**config.mk**
```make
export PLATFORM = sky130hd
export DESIGN_NAME = instruction_loader
export DESIGN_NICKNAME = d
export VERILOG_FILES = /design/src/rtl/instruction_loader.sv
export SDC_FILE = /design/constraint.sdc
export NUM_CORES = 1
export LEC_CHECK = 0
export CORE_UTILIZATION = 30
export CTS_CLUSTER_SIZE = 40
export DETAILED_ROUTE_END_ITERATION = 10
export PLACE_DENSITY_LB_ADDON = 0.15
export SYNTH_ARGS = -nofsm -noshare
export SYNTH_HDL_FRONTEND = slang
export SYNTH_SLANG_ARGS = --single-unit
```
**constraint.sdc**
```tcl
create_clock -name clk_in -period 4.77 [get_ports clk_in]
set_clock_uncertainty 0.05 [all_clocks]
set_input_delay 0.7155 -clock clk_in [delete_from_list [all_inputs] [get_ports clk_in]]
set_output_delay 0.7155 -clock clk_in [all_outputs]
set_load 0.05 [all_outputs]
```
**src/rtl/instruction_loader.sv**
```systemverilog
// Instruction image loader.
// Packs an incoming byte stream little-endian into OP_SIZE-bit words and
// writes them to consecutive BRAM addresses starting at 0. It then reads the
// whole image back through the same port and compares a read-back checksum
// against the write checksum. The BRAM port is only driven while busy; the
// CPU read path must wait for done_out.
module instruction_loader #(
  parameter int ADDRS   = 256,
  parameter int OP_SIZE = 8,
  localparam int ADDR_SIZE    = $clog2(ADDRS),
  localparam int BYTES_PER_OP = OP_SIZE / 8
) (
  input  logic                 clk_in,
  input  logic                 rst_n_in,
  input  logic                 start_in,
  input  logic [ADDR_SIZE:0]   length_in,
  input  logic [7:0]           byte_in,
  input  logic                 byte_valid_in,
  output logic                 byte_ready_out,
  output logic                 busy_out,
  output logic                 done_out,
  output logic                 error_out,
  output logic [OP_SIZE-1:0]   checksum_out,
  output logic [ADDR_SIZE-1:0] bram_addr,
  output logic                 bram_we,
  output logic                 bram_regce,
  output logic [OP_SIZE-1:0]   bram_din,
  input  logic [OP_SIZE-1:0]   bram_dout
);

  // Byte index width; at least one bit so single-byte words still work.
  localparam int BIDX_W = (BYTES_PER_OP > 1) ? $clog2(BYTES_PER_OP) : 1;

  localparam logic [2:0] S_IDLE   = 3'd0;
  localparam logic [2:0] S_LOAD   = 3'd1;
  localparam logic [2:0] S_WRITE  = 3'd2;
  localparam logic [2:0] S_VERIFY = 3'd3;
  localparam logic [2:0] S_DONE   = 3'd4;

  localparam logic [ADDR_SIZE:0] CNT_ONE   = (ADDR_SIZE + 1)'(1);
  localparam logic [ADDR_SIZE:0] CNT_MAX   = (ADDR_SIZE + 1)'(ADDRS);
  localparam logic [BIDX_W-1:0]  BIDX_ONE  = BIDX_W'(1);
  localparam logic [BIDX_W-1:0]  BIDX_LAST = BIDX_W'(BYTES_PER_OP - 1);

  // Control state
  logic [2:0]           state_q, state_d;
  logic [ADDR_SIZE:0]   len_q, len_d;       // words requested
  logic [BIDX_W-1:0]    bidx_q, bidx_d;     // byte position inside current word
  logic [OP_SIZE-1:0]   word_q, word_d;     // word being packed
  logic [ADDR_SIZE:0]   waddr_q, waddr_d;   // words written so far / next write address
  logic [ADDR_SIZE:0]   vcnt_q, vcnt_d;     // cycles spent in VERIFY
  logic [1:0]           vld_q, vld_d;       // read-data-returning tracker (2-cycle latency)
  logic [OP_SIZE-1:0]   wsum_q, wsum_d;     // write checksum
  logic [OP_SIZE-1:0]   rsum_q, rsum_d;     // read-back checksum
  logic                 err_q, err_d;

  // Registered outputs
  logic                 ready_q, ready_d;
  logic                 busy_q, busy_d;
  logic                 done_q, done_d;
  logic                 we_q, we_d;
  logic [ADDR_SIZE-1:0] addr_q, addr_d;
  logic [OP_SIZE-1:0]   din_q, din_d;

  logic [OP_SIZE-1:0]   packed_s;           // word_q with the incoming byte merged in

  // Merge the incoming byte into its little-endian lane of the current word.
  always_comb begin
    packed_s = word_q;
    for (int k = 0; k < BYTES_PER_OP; k++) begin
      packed_s[8*k +: 8] = (bidx_q == BIDX_W'(k)) ? byte_in : word_q[8*k +: 8];
    end
  end

  // Next-state logic for the load / write / verify sequence.
  always_comb begin
    state_d = state_q;
    len_d   = len_q;
    bidx_d  = bidx_q;
    word_d  = word_q;
    waddr_d = waddr_q;
    vcnt_d  = vcnt_q;
    vld_d   = vld_q;
    wsum_d  = wsum_q;
    rsum_d  = rsum_q;
    err_d   = err_q;
    case (state_q)
      S_IDLE: begin
        if (start_in) begin
          len_d   = length_in;
          err_d   = 1'b0;
          wsum_d  = '0;
          rsum_d  = '0;
          bidx_d  = '0;
          word_d  = '0;
          waddr_d = '0;
          vcnt_d  = '0;
          vld_d   = 2'b00;
          if ((length_in == '0) || (length_in > CNT_MAX)) begin
            err_d   = 1'b1;
            state_d = S_DONE;
          end else begin
            state_d = S_LOAD;
          end
        end else begin
          state_d = S_IDLE;
        end
      end
      S_LOAD: begin
        if (byte_valid_in && ready_q) begin
          word_d = packed_s;
          if (bidx_q == BIDX_LAST) begin
            bidx_d  = '0;
            state_d = S_WRITE;
          end else begin
            bidx_d  = bidx_q + BIDX_ONE;
          end
        end else begin
          state_d = S_LOAD;
        end
      end
      S_WRITE: begin
        wsum_d  = wsum_q + word_q;
        waddr_d = waddr_q + CNT_ONE;
        if (waddr_d == len_q) begin
          vcnt_d  = '0;
          vld_d   = 2'b00;
          state_d = S_VERIFY;
        end else begin
          state_d = S_LOAD;
        end
      end
      S_VERIFY: begin
        vcnt_d = vcnt_q + CNT_ONE;
        vld_d  = {vld_q[0], (vcnt_q < len_q)};
        if (vld_q[1]) begin
          rsum_d = rsum_q + bram_dout;
        end else begin
          rsum_d = rsum_q;
        end
        // The last word returns two cycles after its address, i.e. at len+1.
        if (vld_q[1] && (vcnt_q == (len_q + CNT_ONE))) begin
          err_d   = err_q | (rsum_d != wsum_q);
          state_d = S_DONE;
        end else begin
          state_d = S_VERIFY;
        end
      end
      S_DONE: begin
        state_d = S_IDLE;
      end
      default: begin
        state_d = S_IDLE;
      end
    endcase
  end

  // Output values for the coming cycle, decoded from the next state.
  always_comb begin
    ready_d = (state_d == S_LOAD);
    busy_d  = (state_d != S_IDLE);
    done_d  = (state_d == S_DONE);
    we_d    = (state_d == S_WRITE);
    case (state_d)
      S_WRITE: begin
        addr_d = waddr_q[ADDR_SIZE-1:0];
        din_d  = word_d;
      end
      S_VERIFY: begin
        addr_d = (vcnt_d < len_q) ? vcnt_d[ADDR_SIZE-1:0] : '0;
        din_d  = '0;
      end
      default: begin
        addr_d = '0;
        din_d  = '0;
      end
    endcase
  end

  // State and output registers; reset drops the BRAM port immediately.
  always_ff @(posedge clk_in or negedge rst_n_in) begin
    if (!rst_n_in) begin
      state_q <= S_IDLE;
      len_q   <= '0;
      bidx_q  <= '0;
      word_q  <= '0;
      waddr_q <= '0;
      vcnt_q  <= '0;
      vld_q   <= 2'b00;
      wsum_q  <= '0;
      rsum_q  <= '0;
      err_q   <= 1'b0;
      ready_q <= 1'b0;
      busy_q  <= 1'b0;
      done_q  <= 1'b0;
      we_q    <= 1'b0;
      addr_q  <= '0;
      din_q   <= '0;
    end else begin
      state_q <= state_d;
      len_q   <= len_d;
      bidx_q  <= bidx_d;
      word_q  <= word_d;
      waddr_q <= waddr_d;
      vcnt_q  <= vcnt_d;
      vld_q   <= vld_d;
      wsum_q  <= wsum_d;
      rsum_q  <= rsum_d;
      err_q   <= err_d;
      ready_q <= ready_d;
      busy_q  <= busy_d;
      done_q  <= done_d;
      we_q    <= we_d;
      addr_q  <= addr_d;
      din_q   <= din_d;
    end
  end

  assign byte_ready_out = ready_q;
  assign busy_out       = busy_q;
  assign done_out       = done_q;
  assign error_out      = err_q;
  assign checksum_out   = wsum_q;
  assign bram_addr      = addr_q;
  assign bram_we        = we_q;
  assign bram_regce     = 1'b1;
  assign bram_din       = din_q;

endmodule

```
# Word-level counts from Yosys, hierarchy flattened
# Index checks and enable logic that the tools add are counted.
[op_classes]
n_mux = 35
n_addsub = 6
reduce_logical = 16
n_eq_ne = 14
order_cmp = 3
bitwise = 1
[op_table]
columns = ["operator", "n"]
rows = [
  ["2-to-1 mux 8 bit", 8],
  ["case mux 8 bit (2 select lines)", 4],
  ["adder 9 x 1 -> 9 bit, second input constant", 3],
  ["2-to-1 mux 9 bit", 3],
  ["case mux 9 bit (3 select lines)", 1],
  ["equality test 9 bit", 2],
  ["< comparator 9 bit", 2],
  ["case mux 9 bit (2 select lines)", 1],
  ["adder 8 bit", 2],
  ["2-to-1 mux 3 bit", 5],
  ["equality test 3 x 2 -> 1 bit, second input constant", 4],
  ["case mux 3 bit (4 select lines)", 1],
  ["greater-than comparator 9 bit, second input constant", 1],
  ["zero test 9 bit", 1],
  ["AND reduction 3 bit", 3],
  ["!= test 2 bit, second input constant", 4],
  ["!= test 8 bit", 1],
  ["equality test 3 x 1 -> 1 bit, second input constant", 2],
  ["2-to-1 mux 1 bit", 6],
  ["2-to-1 mux 2 bit", 3],
  ["case mux 2 bit (3 select lines)", 1],
  ["AND reduction 2 bit", 3],
  ["nonzero test 2 bit", 3],
  ["nonzero test 3 bit", 2],
  ["7 further kinds", 9],
]
[word_totals]
in_bits = 29
elab_cells = 91
register_bits = 78

# Logic depth before layout (Yosys ltp)
# Gate-level depths: netlist of the first run.
[depth]
word_depth = 7
ltp_mapped = 17
ltp_nobuf = 16

# Least setup slack after synthesis of the first run
# OpenSTA, ideal clock, no wires.
[synth_timing]
path_type = "reg-to-reg"
start = "register waddr_q[0]"
end = "register addr_q[2] (netlist: bram_addr[2])"
n_path_buf = 0
synth_period_minus_slack_ns = 3.416
arrival_ns = 3.300
setup_time_ns = 0.066
setup_slack_ns = 1.354
path_stages_with_launch = 17
t_required_ns = 4.654
cell_sequence = "dfrtp_1 ha_1 xor2_1 nor2_1 nand3b_1 a2111oi_4 o21ai_4 o21ai_0 o21ai_0 ha_1 a21o_1 a21o_1 a21oi_1 o21ai_0 a21oi_2 o31a_4 a22o_1"
[synth_via]
elab_chain_len = 7
elab_cells_between_ends = 11
[synth_lines]
columns = ["item", "line", "source"]
rows = [
  ["from (decl)", "50", "logic [ADDR_SIZE:0] waddr_q, waddr_d;"],
  ["from (signal assigned)", "204", "waddr_q <= waddr_d;"],
  ["adder 9 x 1 -> 9 bit *", "124", "waddr_d = waddr_q + CNT_ONE;"],
  ["equality test 9 bit *", "125", "if (waddr_d == len_q) begin"],
  ["2-to-1 mux 9 bit *", "125", ""],
  ["case mux 9 bit (3 select lines) *", "87", "case (state_q)"],
  ["via vcnt_d[2]", "51", "logic [ADDR_SIZE:0] vcnt_q, vcnt_d;"],
  ["< comparator 9 bit", "170", "addr_d = (vcnt_d < len_q) ? vcnt_d[ADDR_SIZE-1:0] : '0;"],
  ["2-to-1 mux 8 bit *", "170", ""],
  ["case mux 8 bit (2 select lines) *", "164", "case (state_d)"],
  ["via addr_d[2]", "62", "logic [ADDR_SIZE-1:0] addr_q, addr_d;"],
  ["to (signal assigned)", "214", "addr_q <= addr_d;"],
  ["to (decl)", "62", ""],
]
# Mark *: on every way through the listed nets, which the timed path passes. The rest lies on a longest branch.
# A chain may end at the register's enable or synchronous reset.

# Worst setup path after layout of the first run
[layout_timing]
start = "register waddr_q[0]"
end = "register addr_q[3] (netlist: bram_addr[3])"
[layout_via]
elab_chain_len = 7
elab_cells_between_ends = 11
[layout_lines]
columns = ["item", "line"]
rows = [
  ["adder 9 x 1 -> 9 bit", "124"],
  ["equality test 9 bit", "125"],
  ["2-to-1 mux 9 bit", "125"],
  ["case mux 9 bit (3 select lines)", "87"],
  ["via vcnt_d[2]", "51"],
  ["< comparator 9 bit", "170"],
  ["2-to-1 mux 8 bit", "170"],
  ["case mux 8 bit (2 select lines)", "164"],
  ["via addr_d[3]", "62"],
]
# The timed path passes the listed nets, and every way through them passes these cells.

==> results of run 1 <==
==> area by class of cell <==
cell class | count | area, sq um | area share, %
multi-input combinational | 383 | 2680 | 45.8
sequential | 77 | 1930 | 32.9
timing repair buffer | 60 | 591 | 10.1
tap | 211 | 264 | 4.51
clock buffer | 12 | 246 | 4.21
clock inverter | 4 | 95.1 | 1.62
inverter | 14 | 52.6 | 0.897
==> sequential cells by signal, indices dropped and copies added, names as in the netlist, 2 cells and up <==
name	flops
len_q	9
checksum_out	8
vld_q	2
waddr_q	9
rsum_q	8
bram_addr	8
word_q	8
vcnt_q	9
bram_din	8
state_q	3
==> synthesized netlist by cell type (7+ instances only) <==
cell type / count
xor2_1: 20
a22o_1: 14
o21ai_1: 7
ha_1: 34
xnor2_1: 26
nand3_1: 16
a21oi_1: 24
and2_1: 10
inv_1: 14
nor2_1: 22
o21a_1: 8
dfrtp_1: 77
nand2_1: 48
a21o_1: 16
o21ai_0: 50
clkbuf_1: 13
nor3_1: 8
and3_1: 7
==> kinds of logic (layout without fill, tap and decap cells) <==
family                   after synthesis  count (layout)  share of synthesized area (%)
AND/OR/NAND/NOR                      146             146                           15.7
buffers and inverters                 35              90                           3.23
adder cells (fa/ha/maj)               36              36                           9.78
AO/OA/AOI/OAI                        152             152                           21.9
other                                  1               1                         0.0788
flip-flops                            77              77                           40.5
multiplexers                           2               2                          0.421
XOR/XNOR                              46              46                           8.46
==> per-stage QoR <==
step	area (sq um)	worst slack, ps	std cells
finish	5860	784	761
floorplan	4760	1350	495
CTS	5860	796	761
global placement	5510	990	745
detailed placement	5510	835	745
global route	5860	394	761
==> worst max path at each step <==
stage	endpoint	slack, ps	cells past startpoint
after floorplan	bram_addr[2]	1350	16
after global placement	bram_addr[2]	990	16
after detailed placement	bram_addr[4]	840	16
after CTS	bram_addr[1]	800	16
after global routing	bram_addr[1]	390	16
final	bram_addr[3]	780	16
==> worst max-delay path, cell delays in order (launching register included) <==
cell and delay [ps]:
dfrtp_1 440, ha_1 350, nand3_1 180, o21ai_0 190, nand4_1 160, a2111oi_4 510
o21ai_4 190, o21ai_0 190, o21ai_0 160, ha_1 330, a21o_1 190, a21o_1 170
a21oi_1 170, o21ai_0 120, a21oi_2 170, o31a_4 210, a22o_1 140
==> per-layer routing <==
metal	part of all wire, %	GRT usage, %
met2	48	27.4
met3	3.4	2.50
met1	47	22.5
met5	0	0
met4	1.3	5.12
==> power groups by stage <==
| stage | clock network (W) | logic (W) | registers [W] |
|---|---|---|---|
| 2_1_floorplan | 0 | 0.000700 | 0.00101 |
| 3_3_place_gp | 0 | 0.00103 | 0.000999 |
| 3_5_place_dp | 0 | 0.00105 | 0.00100 |
| 4_1_cts | 0.000818 | 0.00106 | 0.000990 |
| 5_1_grt | 0.000847 | 0.00117 | 0.00101 |
| 6_report | 0.000797 | 0.00104 | 0.000984 |
==> cells in the final DEF (no fill, tap or decap), drive strengths merged, types with 5 or more instances in the layout <==
master and count:
a21oi 25, nor4 5, xor2 20, o21ai 59, a22o 14, dfrtp 77, xnor2 26, clkbuf 12
clkdlybuf4s50 56, o21a 8, nor2 23, nor3 8, and3 8, nand2 48, nand4 6, a21o 16
nand3 16, nor2b 5, inv 14, and2 10, ha 34
==> run metrics, run 1 <==
status=finished, final reports clean; diodes inserted=0; cells on worst reg2reg path=16; Syn Area/Cell=between 9 and 10 sq um; mapped cell area=about 0.0048 sq mm; main flop type after synthesis=dfrtp_1; Hold Path Depth=1; dpl hpwl=approximately 9.5 mm; GRT overflow=0; unique cell type count in the Yosys netlist=58; R2R Path Start=waddr_q[0]; DRT Wirelength=~13 mm; final worst path period share=about 84%; area leader, netlist=dfrtp_1; Slew headroom=~32%; fin util=38.1%; type of origin of the critical path=register; Worst Setup Path Type=register to register; combinational share of power=a little under two fifths; Max VDD drop=roughly 0.00018 V; total design power=about 0.0028 W; Initial Utilization=slightly above 30%; pwr/cell area=roughly 480 mW/mm^2; top-area cell type share of the netlist area=40.5%; Worst Path Required=about 5000 ps; Fmax=about 250 MHz; Ports=slightly below 60; Tightest Hold Check Type=register to register; clock tree root buffer cell=clkbuf_16; fin nets=610; crit-path max FO=10; Die W=about 130 um; Critical Path Start=waddr_q[0]; # fillers=1552; Syn-to-layout area delta=23.0%; Slew @ Worst Pin=1020 ps; Final Critical Period=around 4000 ps; Num CTS Buffers=9; largest net degree at the start of global routing=78; CTS tree=yes; clock tree buffer depth=2; Pint=0.00171 W; number of global-route vias before repair=between 3000 and 4000; vias per cell=about 5; Pre-antenna DRT Iters=5; register area share after synthesis=40.5%; row count=between 40 and 50; clock latency on the worst-skew pair=roughly 340 ps; Setup Viol. Count Final=0; Clock transition at path regs=~60 ps; Hold Slack=approximately 440 ps; drt wl/cell=around 17 um; Vert. Die Dim=128 um; Hold Vio Cnt, Final=0; synth top area cells=dfrtp_1, ha_1, o21ai_0; DIE AREA=between 0.015 and 0.02 sq mm; Syn Nets=560; FF-to-FF setup slack=780 ps; worst r2r dst=bram_addr[3]; DR vias=between 3000 and 4000; gp weighted congestion=roughly 0.80; hold_buf cts=0; Total GRT Usage=around 17%; port buffer count=57; core area=around 0.015 sq mm; initial antenna violation count=0; final slew viol count=0; ys async rst share=100%; Flop pwr share=between 30% and 40%; number of flops mapped to enable cells by yosys=0; Hold EP=word_q[5]; Mapped Cells=between 400 and 500; synth warn=0; layout cells sized above 1=~6%; hold_sp=word_q[5]; buffer count from post-CTS setup fixing=0; leakage=around 2.7 nW; DRC violations left=0; global-route wire length before repair=slightly above 20 mm; H-Tree Depth=3; Setup crit end kind=register; switching part of the total=39.2%; #FFs+latches synth=77; post-CTS sizing=0; Crit path arrival time=about 4200 ps; RSZ-0062 raised after global routing=false; setup TNS=0 ps; clock sinks=between 70 and 80; Max Cap Viol=0; DRT iter0 DRCs=around 220; Antenna Violating Nets Remaining=0; sw power=~0.0011 W; clock share of power=about 28%
Power figures use the tool's default switching activity.
==> run 2: changes to the inputs <==
==> constraint.sdc (replaced) <==
create_clock -name clk_in -period 3.7 [get_ports clk_in]
set_clock_uncertainty 0.05 [all_clocks]
set_input_delay 0.555 -clock clk_in [delete_from_list [all_inputs] [get_ports clk_in]]
set_output_delay 0.555 -clock clk_in [all_outputs]
set_load 0.05 [all_outputs]
==> run metrics, run 2 (same netlist as run 1, synthesis figures left out) <==
Ports=59 (unchanged); biggest regs=len_q x9, vcnt_q x9, waddr_q x9; metal2 WL=5.98 mm (-2.7%); Pre-antenna DRT Iters=4 (-1); core area=0.0154 sq mm (unchanged); Post-DP Area=0.00560 sq mm (+1.6%); Hold Vio Cnt, Final=0 (unchanged); Tightest Hold Check Type=primary input to asynchronous set/reset pin; CTS tree=yes; DRT Wirelength=12.8 mm (+0.16%); layout cells sized above 1=9.88% (+3.9 points); DR vias=3873 (+1.9%); Num CTS Buffers=9 (unchanged); clock tree buffer depth=2 (unchanged); worst r2r dst=bram_addr[4]; most common cell after layout, fill and taps aside=dfrtp_1; type of origin of the critical path=register; FF-to-FF setup slack=180 ps (-600 ps); pwr/cell area=612 mW/mm^2 (+27%); Die W=128 um (unchanged); final slew viol count=0 (unchanged); clock tree root buffer cell=clkbuf_16; port buffer count=57 (unchanged); Vert. Die Dim=128 um (unchanged); DIE AREA=0.0164 sq mm (unchanged); Worst Setup Path Type=register to register; DRC violations left=0 (unchanged); dpl hpwl=9.55 mm (+0.89%); diodes inserted=0 (unchanged); Setup Viol. Count Final=0 (unchanged); clock sinks=77 (unchanged); Syn-to-layout area delta=25.9%; Antenna Violating Nets Remaining=0 (unchanged); crit-path max FO=7 (-3); sequential cell area=0.00193 sq mm (about the same); Total GRT Usage=17.1% (+0.50 points); Setup crit end kind=register; # fillers=1544 (-0.52%); cells on worst reg2reg path=16 (unchanged); leakage=2.75 nW (+3.2%); Max Cap Viol=0 (unchanged); number of global-route vias before repair=4068 (+7.8%); Top Metal Used=met4; Clock transition at path regs=60 ps (about the same); largest net degree at the start of global routing=78 (unchanged); Slew @ Worst Pin=995 ps (-23.4 ps); H-Tree Depth=3 (unchanged); total design power=0.00367 W (+30%); final worst path period share=95.1% (+12 points); Fmax=284 MHz (+13%); Initial Utilization=31.0% (unchanged); M1 WL=6.07 mm (+1.1%); fin nets=628 (+3.0%); GRT overflow=0 (unchanged); R2R Path Start=waddr_q[0]; Max VDD drop=0.000304 V (+65%); clock latency on the worst-skew pair=350 ps (about the same); status=finished, final reports clean; most frequent cells in the layout=dfrtp_1, clkdlybuf4s50_1, nand2_1, o21ai_0, ha_1; fin area=0.00599 sq mm (+2.4%); WL met3=437 um (+2.3%); Crit path arrival time=3750 ps (-460 ps); Final Critical Period=3520 ps (-466 ps); DRT iter0 DRCs=200 (-9.9%); row count=45 (unchanged); global-route wire length before repair=21.6 mm (+4.0%); fin util=39.0% (+0.90 points); gp weighted congestion=0.824 (+3.4%); Worst Path Required=3930 ps (-1060 ps); initial antenna violation count=0 (unchanged); Slew headroom=33.7% (+1.6 points); drt wl/cell=16.4 um (-2.0%); area of the multi-input gates=0.00270 sq mm (+0.56%); vias per cell=4.98 (-0.31%)
-- run 2: where the power goes --
group,leakage [nW],internal [W],switching (W)
sequential,1.04,0.00100,0.000234
combinational,1.54,0.000577,0.000854
clock,0.162,0.000653,0.000348
total,2.75,0.00223,0.00144
-- run 2: per-stage QoR --
step,instances,setup TNS [ps],setup slack (ps),hold slack [ps]
floorplan,495,0,284,209
global placement,757,0,97.9,422
detailed placement,757,-254,-43.0,429
CTS,773,0,45.0,374
global route,778,-327,-66.8,429
finish,778,0,180,322
-- run 2: worst max path at each step --
stage / start / to / slack [ps] / cells after the start
finish: waddr_q[0] / bram_addr[4] / 180 / 16
global route: waddr_q[0] / bram_addr[4] / -70 / 16
floorplan: waddr_q[0] / bram_addr[2] / 280 / 16
global placement: waddr_q[0] / bram_addr[6] / 100 / 16
detailed placement: waddr_q[0] / bram_addr[4] / -40 / 16
CTS: waddr_q[0] / bram_addr[2] / 40 / 16
-- run 2: critical path, stage by stage, from the launching register on --
cell and delay [ps]:
dfrtp_1 380, ha_2 290, xor2_1 160, nor2_1 120
nand3b_1 120, a2111oi_4 450, o21ai_4 130, o21ai_0 190
o21ai_1 120, ha_1 300, a21o_1 180, a21o_1 180
a21oi_2 140, o21ai_1 90, a21oi_2 160, o31a_4 230
a22o_1 140
-- run 2: repair_timing --
item | in CTS | in global routing
endpoints found under the setup margin | 7 | 8
buffers inserted | 1 | 5
resized for setup | 1 | 9
hold buffers | 0 | 0
pin swaps | 1 | 3
-- run 2: per-layer routing --
layer / GRT usage [%] / vias up
li1: - / 1916
met1: 22.7 / 1877
met5: 0 / -
met4: 7.68 / 0
met2: 27.7 / 66
met3: 2.50 / 14
-- run 2: area by class of cell --
| class | instances | share of cell area [%] |
|---|---|---|
| Clock buffer | 10 | 3.82 |
| Clock inverter | 5 | 1.67 |
| Inverter | 14 | 0.877 |
| Multi-Input combinational cell | 383 | 45.0 |
| Sequential cell | 77 | 32.2 |
| Tap cell | 211 | 4.40 |
| Timing Repair Buffer | 78 | 12.1 |
==> run 3: changes to the inputs <==
--- a/config.mk
+++ b/config.mk
@@ -9,6 +9,7 @@
 export CTS_CLUSTER_SIZE = 40
 export DETAILED_ROUTE_END_ITERATION = 10
 export PLACE_DENSITY_LB_ADDON = 0.15
+export REMOVE_ABC_BUFFERS = 1
 export SYNTH_ARGS = -nofsm -noshare
 export SYNTH_HDL_FRONTEND = slang
 export SYNTH_SLANG_ARGS = --single-unit
==> run metrics, run 3 (same netlist as run 1, synthesis figures left out) <==
Max VDD drop=0.000293 V (-3.7%); Stages on worst setup path=16 (unchanged); # fillers=1498 (-3.0%); Hold Vio Cnt, Final=0 (unchanged); GRT overflow=0 (unchanged); family with the most delay on the worst path=compound AO/OA/AOI/OAI gates; H-Tree Depth=3 (unchanged); diodes inserted=0 (unchanged); Tightest Hold Check Type=primary input to asynchronous set/reset pin; type of origin of the critical path=register; clock tree root buffer cell=clkbuf_16; setup TNS=0 ps (unchanged); Antenna Violating Nets Remaining=0 (unchanged); Setup crit end kind=register; Die W=128 um (unchanged); Post-DP Area=0.00563 sq mm (+0.54%); final slew viol count=0 (unchanged); DRC violations left=0 (unchanged); DRT Wirelength=13.2 mm (+3.6%); CTS tree=yes; crit-path cells=ha_4 -> xor2_1 -> nor2_1 -> nand3b_1 -> a2111oi_4 -> o21ai_4 -> o21ai_0 -> o21ai_1 -> ha_1 -> a21o_1 -> a21o_1 -> a21oi_1 -> o21ai_1 -> a21oi_2 -> o31a_4 -> a22o_1; largest net degree at the start of global routing=78 (unchanged); global-route wire length before repair=21.4 mm (-0.96%); status=finished, final reports clean; crit-path max FO=7 (unchanged); Worst Setup Path Type=register to register; Ports=59 (unchanged); Setup WS pre-CTS=-38.9 ps (+4.12 ps); area of the multi-input gates=0.00269 sq mm (about the same); Initial Utilization=31.0% (unchanged); Hold Slack=294 ps (-27.5 ps); Critical Path Slowest Stage Cell=dfrtp_2; Worst Path Required=3930 ps (about the same); Max stage delay on crit path=450 ps (about the same); Slew @ Worst Pin=1010 ps (+16.8 ps); number of global-route vias before repair=3881 (-4.6%); Fmax=293 MHz (+3.0%); clock sinks=77 (unchanged); core area=0.0154 sq mm (unchanged); most common cell after layout, fill and taps aside=dfrtp_1; vias per cell=5.03 (+1.0%); clock tree buffer depth=2 (unchanged); layout cells sized above 1=10.6% (+0.69 points); fin area=0.00595 sq mm (-0.73%); Setup Viol. Count Final=0 (unchanged); final worst path period share=92.4% (-2.8 points); sequential cell area=0.00193 sq mm (+0.32%); biggest regs=len_q x9, vcnt_q x9, waddr_q x9; critical path buffer and inverter count=0 (unchanged); Max Cap Viol=0 (unchanged); drt wl/cell=17.0 um (+3.4%); Clock transition at path regs=70 ps (about the same); leakage=2.71 nW (-1.3%); DR vias=3918 (+1.2%); DIE AREA=0.0164 sq mm (unchanged); Slew headroom=32.5% (-1.1 points); Vert. Die Dim=128 um (unchanged); final worst slack=282 ps (+102 ps); Pre-antenna DRT Iters=5 (+1); pwr/cell area=598 mW/mm^2 (-2.3%); most frequent cells in the layout=dfrtp_1, clkdlybuf4s50_1, nand2_1, o21ai_0, ha_1; DRT iter0 DRCs=229 (+14%); Total GRT Usage=17.2% (+0.071 points); Syn-to-layout area delta=25.0%; port buffer count=57 (unchanged); dpl hpwl=9.91 mm (+3.8%); row count=45 (unchanged); Crit path arrival time=3650 ps (-100 ps); fin nets=628 (unchanged); initial antenna violation count=0 (unchanged); clock latency on the worst-skew pair=350 ps (about the same); Num CTS Buffers=9 (unchanged); Final Critical Period=3420 ps (-102 ps); cells on worst reg2reg path=16 (unchanged); gp weighted congestion=0.863 (+4.7%); RSZ-0062 raised after global routing=false
-- run 3: changes by cell type in the layout (fill, tap and decap cells not counted), moves of 3 or more --
cell | previous run | this run
dfrtp_2 | 1 | 6
bufinv_16 | 3 | 0
inv_6 | 0 | 4
dfrtp_1 | 76 | 71
-- run 3: path summary, 6_finish.rpt --
path | startpoint | to | slack (ps)
setup / recovery | waddr_q[1] | bram_addr[7] | 280
hold / removal | rst_n_in | rsum_q[3] | 290
setup reg to reg | waddr_q[1] | bram_addr[7] | 280
hold reg to reg | word_q[0] | word_q[0] | 450
max in group asynchronous | rst_n_in | waddr_q[1] | 2550
min in group clk_in | word_q[0] | word_q[0] | 450
-- run 3: where the power goes --
| part | internal, W | switching, W | total [W] |
|---|---|---|---|
| sequential | 0.00100 | 0.000232 | 0.00124 |
| combinational | 0.000585 | 0.000880 | 0.00146 |
| clock | 0.000464 | 0.000395 | 0.000859 |
-- run 3: cell type report --
cell class / instances / area share [%]
Multi-Input combinational cell: 383 / 45.2
Tap cell: 211 / 4.44
Clock buffer: 9 / 3.78
Timing Repair Buffer: 78 / 12.2
Sequential cell: 77 / 32.5
Clock inverter: 7 / 0.946
Inverter: 14 / 0.883
-- run 3: metal layers --
layer	global-route usage [%]	vias to the layer above	routed length [um]
li1	-	1926	-
met1	22.3	1890	6130
met2	28.5	87	6380
met3	3.51	15	507
met4	5.67	0	203
met5	0	-	0
-- run 3: worst reg2reg max path: cells and delay by family, from the launching register on --
kind,cells,cell delay (ps)
XOR/XNOR,1,150
AO/OA/AOI/OAI,11,1920
AND/OR/NAND/NOR,2,240
flip-flops,1,450
adder cells (fa/ha/maj),2,550
-- run 3: stage by stage --
step                util, %  cells  power (W)
floorplan                 -    474    0.00216
detailed placement     36.7    761    0.00271
CTS                    38.6    778    0.00359
global route           38.7    779    0.00381
global placement       36.7    761    0.00270
finish                 38.7    779    0.00356
-- run 3: repair_timing --
item | CTS | global route
pin swaps | 1 | 2
hold buffers | 0 | 0
hold endpoints to repair | 0 | 0
resized for setup | 1 | 11
buffers inserted | 1 | 1
setup endpoints to repair | 7 | 8
